`src/rtl/eyeriss_pkg.sv`:
```
// Shared Eyeriss types and constants.
// Arbiter state encoding and router client indices.
package eyeriss_pkg;

  typedef enum logic {
    IDLE  = 1'b0,
    GRANT = 1'b1
  } arb_state_e;

  localparam int CLIENT_WGHT  = 0;
  localparam int CLIENT_IFMAP = 1;
  localparam int CLIENT_PSUM  = 2;

  function automatic int idx_w(input int n);
    return (n > 1) ? $clog2(n) : 1;
  endfunction

endpackage

```
`src/rtl/rr_priority_pick.sv`:
```
// Rotating-priority picker: first set request at or above ptr,
// wrapping modulo N_REQ. Purely combinational.
module rr_priority_pick
  import eyeriss_pkg::*;
#(
  parameter int N_REQ = 3,
  parameter int IW    = idx_w(N_REQ)
) (
  input  logic [N_REQ-1:0] req_i,
  input  logic [IW-1:0]    ptr_i,
  output logic [N_REQ-1:0] gnt_oh_o,
  output logic [IW-1:0]    idx_o,
  output logic             valid_o
);

  function automatic logic [IW-1:0] rot(
    input logic [IW-1:0] p,
    input int            k
  );
    int s;
    s = int'(p) + k;
    if (s >= N_REQ) s = s - N_REQ;
    return IW'(s);
  endfunction

  assign valid_o = |req_i;

  // Walk from the farthest offset down so the nearest hit wins.
  always_comb begin
    idx_o = '0;
    for (int k = N_REQ - 1; k >= 0; k--) begin
      if (req_i[rot(ptr_i, k)]) idx_o = rot(ptr_i, k);
    end
  end

  always_comb begin
    gnt_oh_o = '0;
    if (valid_o) gnt_oh_o[idx_o] = 1'b1;
  end

endmodule

```
`src/rtl/glb_read_arbiter.sv`:
```
// Round-robin GLB read-port arbiter with burst locking.
// Read data is broadcast; per-client valid trails the address by 1.
module glb_read_arbiter
  import eyeriss_pkg::*;
#(
  parameter int DATA_BITWIDTH     = 16,
  parameter int ADDR_BITWIDTH_GLB = 10,
  parameter int N_REQ             = 3,
  parameter int MAX_BURST         = 0,
  parameter int CNT_W             = 8
) (
  input  logic                               clk,
  input  logic                               reset,
  input  logic [N_REQ-1:0]                   req_i,
  input  logic [N_REQ*ADDR_BITWIDTH_GLB-1:0] addr_i,
  output logic [N_REQ-1:0]                   gnt_o,
  output logic [DATA_BITWIDTH-1:0]           rd_data_o,
  output logic [N_REQ-1:0]                   rd_valid_o,
  output logic                               glb_read_req_o,
  output logic [ADDR_BITWIDTH_GLB-1:0]       glb_r_addr_o,
  input  logic [DATA_BITWIDTH-1:0]           glb_r_data_i
);

  localparam int IW = idx_w(N_REQ);
  localparam int A  = ADDR_BITWIDTH_GLB;
  localparam bit PREEMPT = (MAX_BURST > 0);
  localparam logic [CNT_W-1:0] LAST_BEAT =
    CNT_W'(PREEMPT ? MAX_BURST - 1 : 0);

  arb_state_e       state_q, state_d;
  logic [IW-1:0]    ptr_q, ptr_d;
  logic [IW-1:0]    owner_q, owner_d;
  logic [CNT_W-1:0] cnt_q, cnt_d;
  logic [N_REQ-1:0] gnt_q, gnt_d;
  logic [N_REQ-1:0] rd_valid_q;

  logic [N_REQ-1:0] pick_oh;
  logic [IW-1:0]    pick_idx;
  logic             pick_any;
  logic [N_REQ-1:0] owner_oh;
  logic [N_REQ-1:0] others;
  logic             own_req;
  logic             burst_end;
  logic             release_c;
  logic [IW-1:0]    ptr_next;

  rr_priority_pick #(
    .N_REQ(N_REQ),
    .IW   (IW)
  ) u_pick (
    .req_i   (req_i),
    .ptr_i   (ptr_q),
    .gnt_oh_o(pick_oh),
    .idx_o   (pick_idx),
    .valid_o (pick_any)
  );

  always_comb begin
    owner_oh = '0;
    owner_oh[owner_q] = 1'b1;
  end

  assign own_req = req_i[owner_q];
  assign others  = req_i & ~owner_oh;

  assign burst_end = PREEMPT
                  && (cnt_q == LAST_BEAT)
                  && (|others);

  assign release_c = !own_req || burst_end;

  assign ptr_next = (owner_q == IW'(N_REQ - 1))
                  ? '0
                  : owner_q + 1'b1;

  assign glb_read_req_o = (state_q == GRANT) && own_req;
  assign glb_r_addr_o   = addr_i[int'(owner_q)*A +: A];

  assign gnt_o      = gnt_q;
  assign rd_valid_o = rd_valid_q;
  assign rd_data_o  = glb_r_data_i;

  always_comb begin
    state_d = state_q;
    ptr_d   = ptr_q;
    owner_d = owner_q;
    cnt_d   = cnt_q;
    gnt_d   = gnt_q;
    unique case (state_q)
      IDLE: begin
        if (pick_any) begin
          owner_d = pick_idx;
          gnt_d   = pick_oh;
          cnt_d   = '0;
          state_d = GRANT;
        end
      end
      GRANT: begin
        if (own_req && (cnt_q != '1)) begin
          cnt_d = cnt_q + 1'b1;
        end
        // Pointer rotates past the releasing owner.
        if (release_c) begin
          gnt_d   = '0;
          ptr_d   = ptr_next;
          state_d = IDLE;
        end
      end
      default: state_d = IDLE;
    endcase
  end

  always_ff @(posedge clk) begin
    if (reset) begin
      state_q    <= IDLE;
      ptr_q      <= '0;
      owner_q    <= '0;
      cnt_q      <= '0;
      gnt_q      <= '0;
      rd_valid_q <= '0;
    end else begin
      state_q    <= state_d;
      ptr_q      <= ptr_d;
      owner_q    <= owner_d;
      cnt_q      <= cnt_d;
      gnt_q      <= gnt_d;
      rd_valid_q <= owner_oh & {N_REQ{glb_read_req_o}};
    end
  end

endmodule

```
`config.mk`:
```
export PLATFORM = sky130hd
export DESIGN_NAME = glb_read_arbiter
export DESIGN_NICKNAME = d
export VERILOG_FILES = /design/src/rtl/eyeriss_pkg.sv /design/src/rtl/rr_priority_pick.sv /design/src/rtl/glb_read_arbiter.sv
export SDC_FILE = /design/constraint.sdc
export NUM_CORES = 1
export LEC_CHECK = 0
export ABC_AREA = 1
export BUFFER_PORTS_ARGS = -buffer_cell sky130_fd_sc_hd__buf_2
export CAP_MARGIN = 25
export CORE_UTILIZATION = 39
export CTS_CLUSTER_DIAMETER = 100
export DETAILED_ROUTE_END_ITERATION = 6
export PLACE_DENSITY = 0.87
export REMOVE_ABC_BUFFERS = 1
export SLEW_MARGIN = 0
export SYNTH_ARGS = -nofsm -noshare
export SYNTH_HDL_FRONTEND = slang
export SYNTH_SLANG_ARGS = --single-unit
```
`constraint.sdc`:
```
create_clock -name clk -period 4 [get_ports clk]
set_clock_uncertainty 0.2 [all_clocks]
set_input_delay 1.2 -clock clk [delete_from_list [all_inputs] [get_ports clk]]
set_output_delay 1.2 -clock clk [all_outputs]
set_load 0.02 [all_outputs]
```
* Word level (Yosys, flattened, before mapping)
Cells that the tools add are included.
** Storage, ports and cells
- Flip-flop bits (word level) :: 11
- Latch bits :: 0
- Bits in writable memories :: 0
- Memories kept :: 0
- ROM bits :: 0
** Cells by class
- $mul :: 1
- Order comparisons :: 10
- Bitwise operators :: 3
- $add $sub $neg :: 6
- Div/mod/pow operators :: 0
- Reductions and logical operators :: 7
- Equal/unequal tests :: 3
- Shifts and indexed selects :: 1
- Mux-type cells :: 25
** Operator list (count)
- $shiftx A30 B7 Y10 :: 1
- $lt A2 B3 Y1 const B :: 5
- $mux W2 :: 7
- $bmux W1 S2 :: 4
- $mux W1 :: 8
- $ge A3 B2 Y1 const B :: 2
- $mux W3 :: 2
- $pmux W3 S2 :: 1
- $reduce_and A2 Y1 :: 3
- $mul A2 B3 Y5 const B :: 1
- $demux W1 S2 :: 2
- $ge A2 B1 Y1 const B :: 2
- $ne A2 B2 Y1 const B :: 2
- $sub A2 B1 Y2 const B :: 2
- $add A2 B1 Y3 const B :: 1
- $add A2 B2 Y3 const B :: 1
- $and A3 B3 Y3 :: 1
- $logic_and A1 B1 Y1 :: 3
- $reduce_or A3 Y1 :: 1
- $add A2 B1 Y2 const B :: 1
- $eq A2 B2 Y1 const B :: 1
- $ge A2 B2 Y1 const B :: 1
- $not A1 Y1 :: 2
- $pmux W1 S2 :: 1
- $sub A2 B2 Y2 const B :: 1

* Logic depth before layout (Yosys ltp)
- Depth in word-level cells :: 14
- Mapped depth :: 11

* Cells and area by module
From an unflattened synthesis, not the netlist that was laid out.
** Second synthesis, totals
- Cells, all modules :: 159
- Area total of the unflattened synthesis :: 949.7 sq um
** Modules (own cells, without submodules)
- glb_read_arbiter :: seq. area each 220.2 sq um, area each 733.2 sq um, instances 1, cells each 117
- rr_priority_pick :: seq. area each 0.0 sq um, area each 216.5 sq um, instances 1, cells each 42

* Worst setup path after synthesis
OpenSTA, ideal clock, no wires.
- Path kind :: in2out
- Start :: input req_i[1]
- End :: output glb_read_req_o
- Path buffers :: 0
- Stages :: 6
- Data required time :: 2600 ps
- Data arrival time :: 1646 ps
- Path slack :: 954 ps
- Cells stage by stage :: inv_1 -> nor2_2 -> a21oi_2 -> nand2_2 -> nand2_2 -> inv_2
** On the way
- Longest elaborated chain between the ends :: 3
** RTL lines
- start: declaration :: line glb_read_arbiter.sv:14 : input logic [N_REQ-1:0] req_i,
- $bmux W1 S2 :: line glb_read_arbiter.sv:63 : assign own_req = req_i[owner_q];
- $mux W1 (not written as such) :: line glb_read_arbiter.sv:63
- $logic_and A1 B1 Y1 :: line glb_read_arbiter.sv:76 : assign glb_read_req_o = (state_q == GRANT) && own_req;
- end: declaration :: line glb_read_arbiter.sv:19 : output logic glb_read_req_o,
Every way passes these cells. The select of a mux whose other input is x is not followed.

* Worst setup path after layout
Same ends and word-level chain as after synthesis.

==> impl_metrics.json <==
{
  "status": "complete, no violations",
  "final_common_cell": "buf_2",
  "routedWlPerCell_um": 11.7,
  "hold_viol_final": 0,
  "path_clk_slew_ns": 0.06,
  "core.rowCount": 16,
  "clock_path_buffers": 2,
  "drc": 0,
  "setup_tns_ns": 0,
  "vias": 1075,
  "synth_cells": 147,
  "post_cts.repair.setup_buffers": 0,
  "final_cell_count_no_fill": 211,
  "synth_area_um2": 885,
  "slew_violations": 0,
  "nNetsFinal": 239,
  "fill_cells": 232,
  "top_level_ports": 84,
  "multi_input_area_um2": 473,
  "core-area_um2": 2040,
  "avgSynthCellArea_um2": 6.02,
  "clk_latency_ns": 0.27,
  "cts_tree": "yes",
  "cp-end-kind": "primary output",
  "p_sw_w": 0.000172,
  "layout_common_cells": "51 x buf_2, 48 x nand2_1, 22 x nand3_1, 15 x inv_1, 11 x dfxtp_1",
  "die-width_um": 49.6,
  "antennaDiodeCount": 0,
  "syn2layout_area_growth_pct": 21.6,
  "pwr-share-comb": 0.492,
  "cts-root-buf": "clkbuf_4",
  "total_leakage_power_nw": 0.617,
  "synth-seq-area-share": 0.249,
  "top_layer_used": "met4",
  "p_per_area_nw_per_um2": 375,
  "period_needed_ns": 3.39,
  "htreeDepth": 1,
  "grt_pass1_vias": 976,
  "p_int_w": 0.000231,
  "clock_sink_count": 11,
  "fmaxAchievable_ghz": 0.295,
  "dp.cells": 207,
  "cts_hold_buffers": 0,
  "io_buffers": 51,
  "antenna_found_initial": 0,
  "crit_fanout": 4,
  "wl_met2_um": 1130,
  "ys.warnings.count": 0,
  "min-delay-path-class": "reg -> reg",
  "start_kind": "input port",
  "gp_congestion": 0.823,
  "hpwl_um": 2050,
  "viasPerCell": 5.09,
  "p_clk_frac": 0.183,
  "worst_slew_pin_slew_ns": 0.801,
  "final-seq-area_um2": 220,
  "arrival_ns": 1.99,
  "start_util": 0.433,
  "final_antenna_net_count": 0,
  "grt_first_pass_wirelength_um": 3860,
  "numCtsBuffers": 3,
  "timing_worst_setup_path_type": "in -> out",
  "dieArea_um2": 2460,
  "ys_seq_elements": 11,
  "required_ns": 2.60,
  "drt_iter0_drc": 27,
  "swShare": 0.427,
  "finalCritPeriodShare": 0.848,
  "ys_types": 18,
  "wl_um": 2480,
  "vdd_ir_drop_max_mv": 0.161,
  "die_h_um": 49.6,
  "maxCapViolations": 0,
  "slew-limit-headroom": 0.464,
  "wl_met3_um": 327,
  "wl_met1_um": 996,
  "drive_above_1_share": 0.337,
  "grt_max_degree": 13,
  "rsz0062_at_grt": "no",
  "postCtsResizedCells": 0,
  "setup_viol": 0,
  "gr-total-overflow": 0,
  "drt_first_pass_iters": 4,
  "p_seq_frac": 0.325,
  "grt_usage": 0.209
}
==> power groups by stage <==
stage                     Combinational (W)  Sequential [W]   Clock, W
after floorplan                    0.000124        0.000138          0
after global routing               0.000223        0.000132  0.0000825
after CTS                          0.000199        0.000131  0.0000762
after detailed placement           0.000198        0.000133          0
after global placement             0.000195        0.000133          0
final                              0.000198        0.000131  0.0000737
==> cell usage after synthesis, drive strengths merged <==
library cell,instances,share of area
nand2,51,0.22
nand3,23,0.14
buf,16,0.14
inv,16,0.068
dfxtp,11,0.25
nor2,10,0.045
a21oi,7,0.044
clkbuf,3,0.013
ha,3,0.042
o21ai,3,0.017
nor3,2,0.011
and2,1,0.0071
nor2b,1,0.0071
==> flip-flops by register name, summed over array words and instances (netlist names) <==
name        flops
ptr_q           2
gnt_o           3
state_q         1
owner_q         2
rd_valid_o      3
==> cells by family (layout without fill, tap and decap cells) <==
| kind of cell | after synthesis | count (layout) | synth area share |
|---|---|---|---|
| fa+ha+maj | 3 | 3 | 0.0424 |
| simple gates | 88 | 88 | 0.431 |
| flops | 11 | 11 | 0.249 |
| compound gates | 10 | 10 | 0.0608 |
| buf+inv | 35 | 72 | 0.216 |
==> critical path, stage by stage <==
cell     delay, ns
buf_2         0.13
inv_1         0.10
nor2_2        0.05
a21oi_2       0.17
nand2_2       0.07
nand2_2       0.08
inv_2         0.04
buf_2         0.15
==> routing by layer <==
| layer | global-route usage | vias to the layer above |
|---|---|---|
| met4 | 0.100 | 0 |
| li1 | - | 521 |
| met5 | 0.0238 | - |
| met3 | 0.127 | 5 |
| met2 | 0.324 | 84 |
| met1 | 0.221 | 465 |
==> stage by stage <==
| stage | cell area [µm²] | hold WS, ns | worst slack (ns) | utilization | power (W) |
|---|---|---|---|---|---|
| after global placement | 1050 | 0.237 | 0.687 | 0.514 | 0.000328 |
| after global routing | 1080 | 0.267 | 0.524 | 0.527 | 0.000437 |
| after floorplan | 753 | 0.218 | 0.954 | - | 0.000263 |
| final | 1080 | 0.247 | 0.607 | 0.527 | 0.000403 |
| after CTS | 1080 | 0.242 | 0.616 | 0.527 | 0.000406 |
| after detailed placement | 1050 | 0.233 | 0.620 | 0.514 | 0.000332 |
==> layout make-up <==
cell class | count | area share
multi-input cells | 101 | 0.440
flip-flops and latches | 11 | 0.205
inverters | 16 | 0.0558
clock buffers | 4 | 0.0244
repair buffers | 52 | 0.244
well taps | 27 | 0.0314
==> final timing paths <==
kind | start | endpoint | slack (ns) | depth (start not counted)
hold / removal | owner_q[1]$_SDFFE_PP0P_ | rd_valid_o[0]$_SDFF_PP0_ | 0.25 | 1
hold reg to reg | owner_q[1]$_SDFFE_PP0P_ | rd_valid_o[0]$_SDFF_PP0_ | 0.25 | 1
setup reg to reg | owner_q[0]$_SDFFE_PP0P_ | rd_valid_o[2]$_SDFF_PP0_ | 2.14 | 7
setup / recovery | req_i[1] | glb_read_req_o | 0.61 | 8
Power figures use the tool's default switching activity.
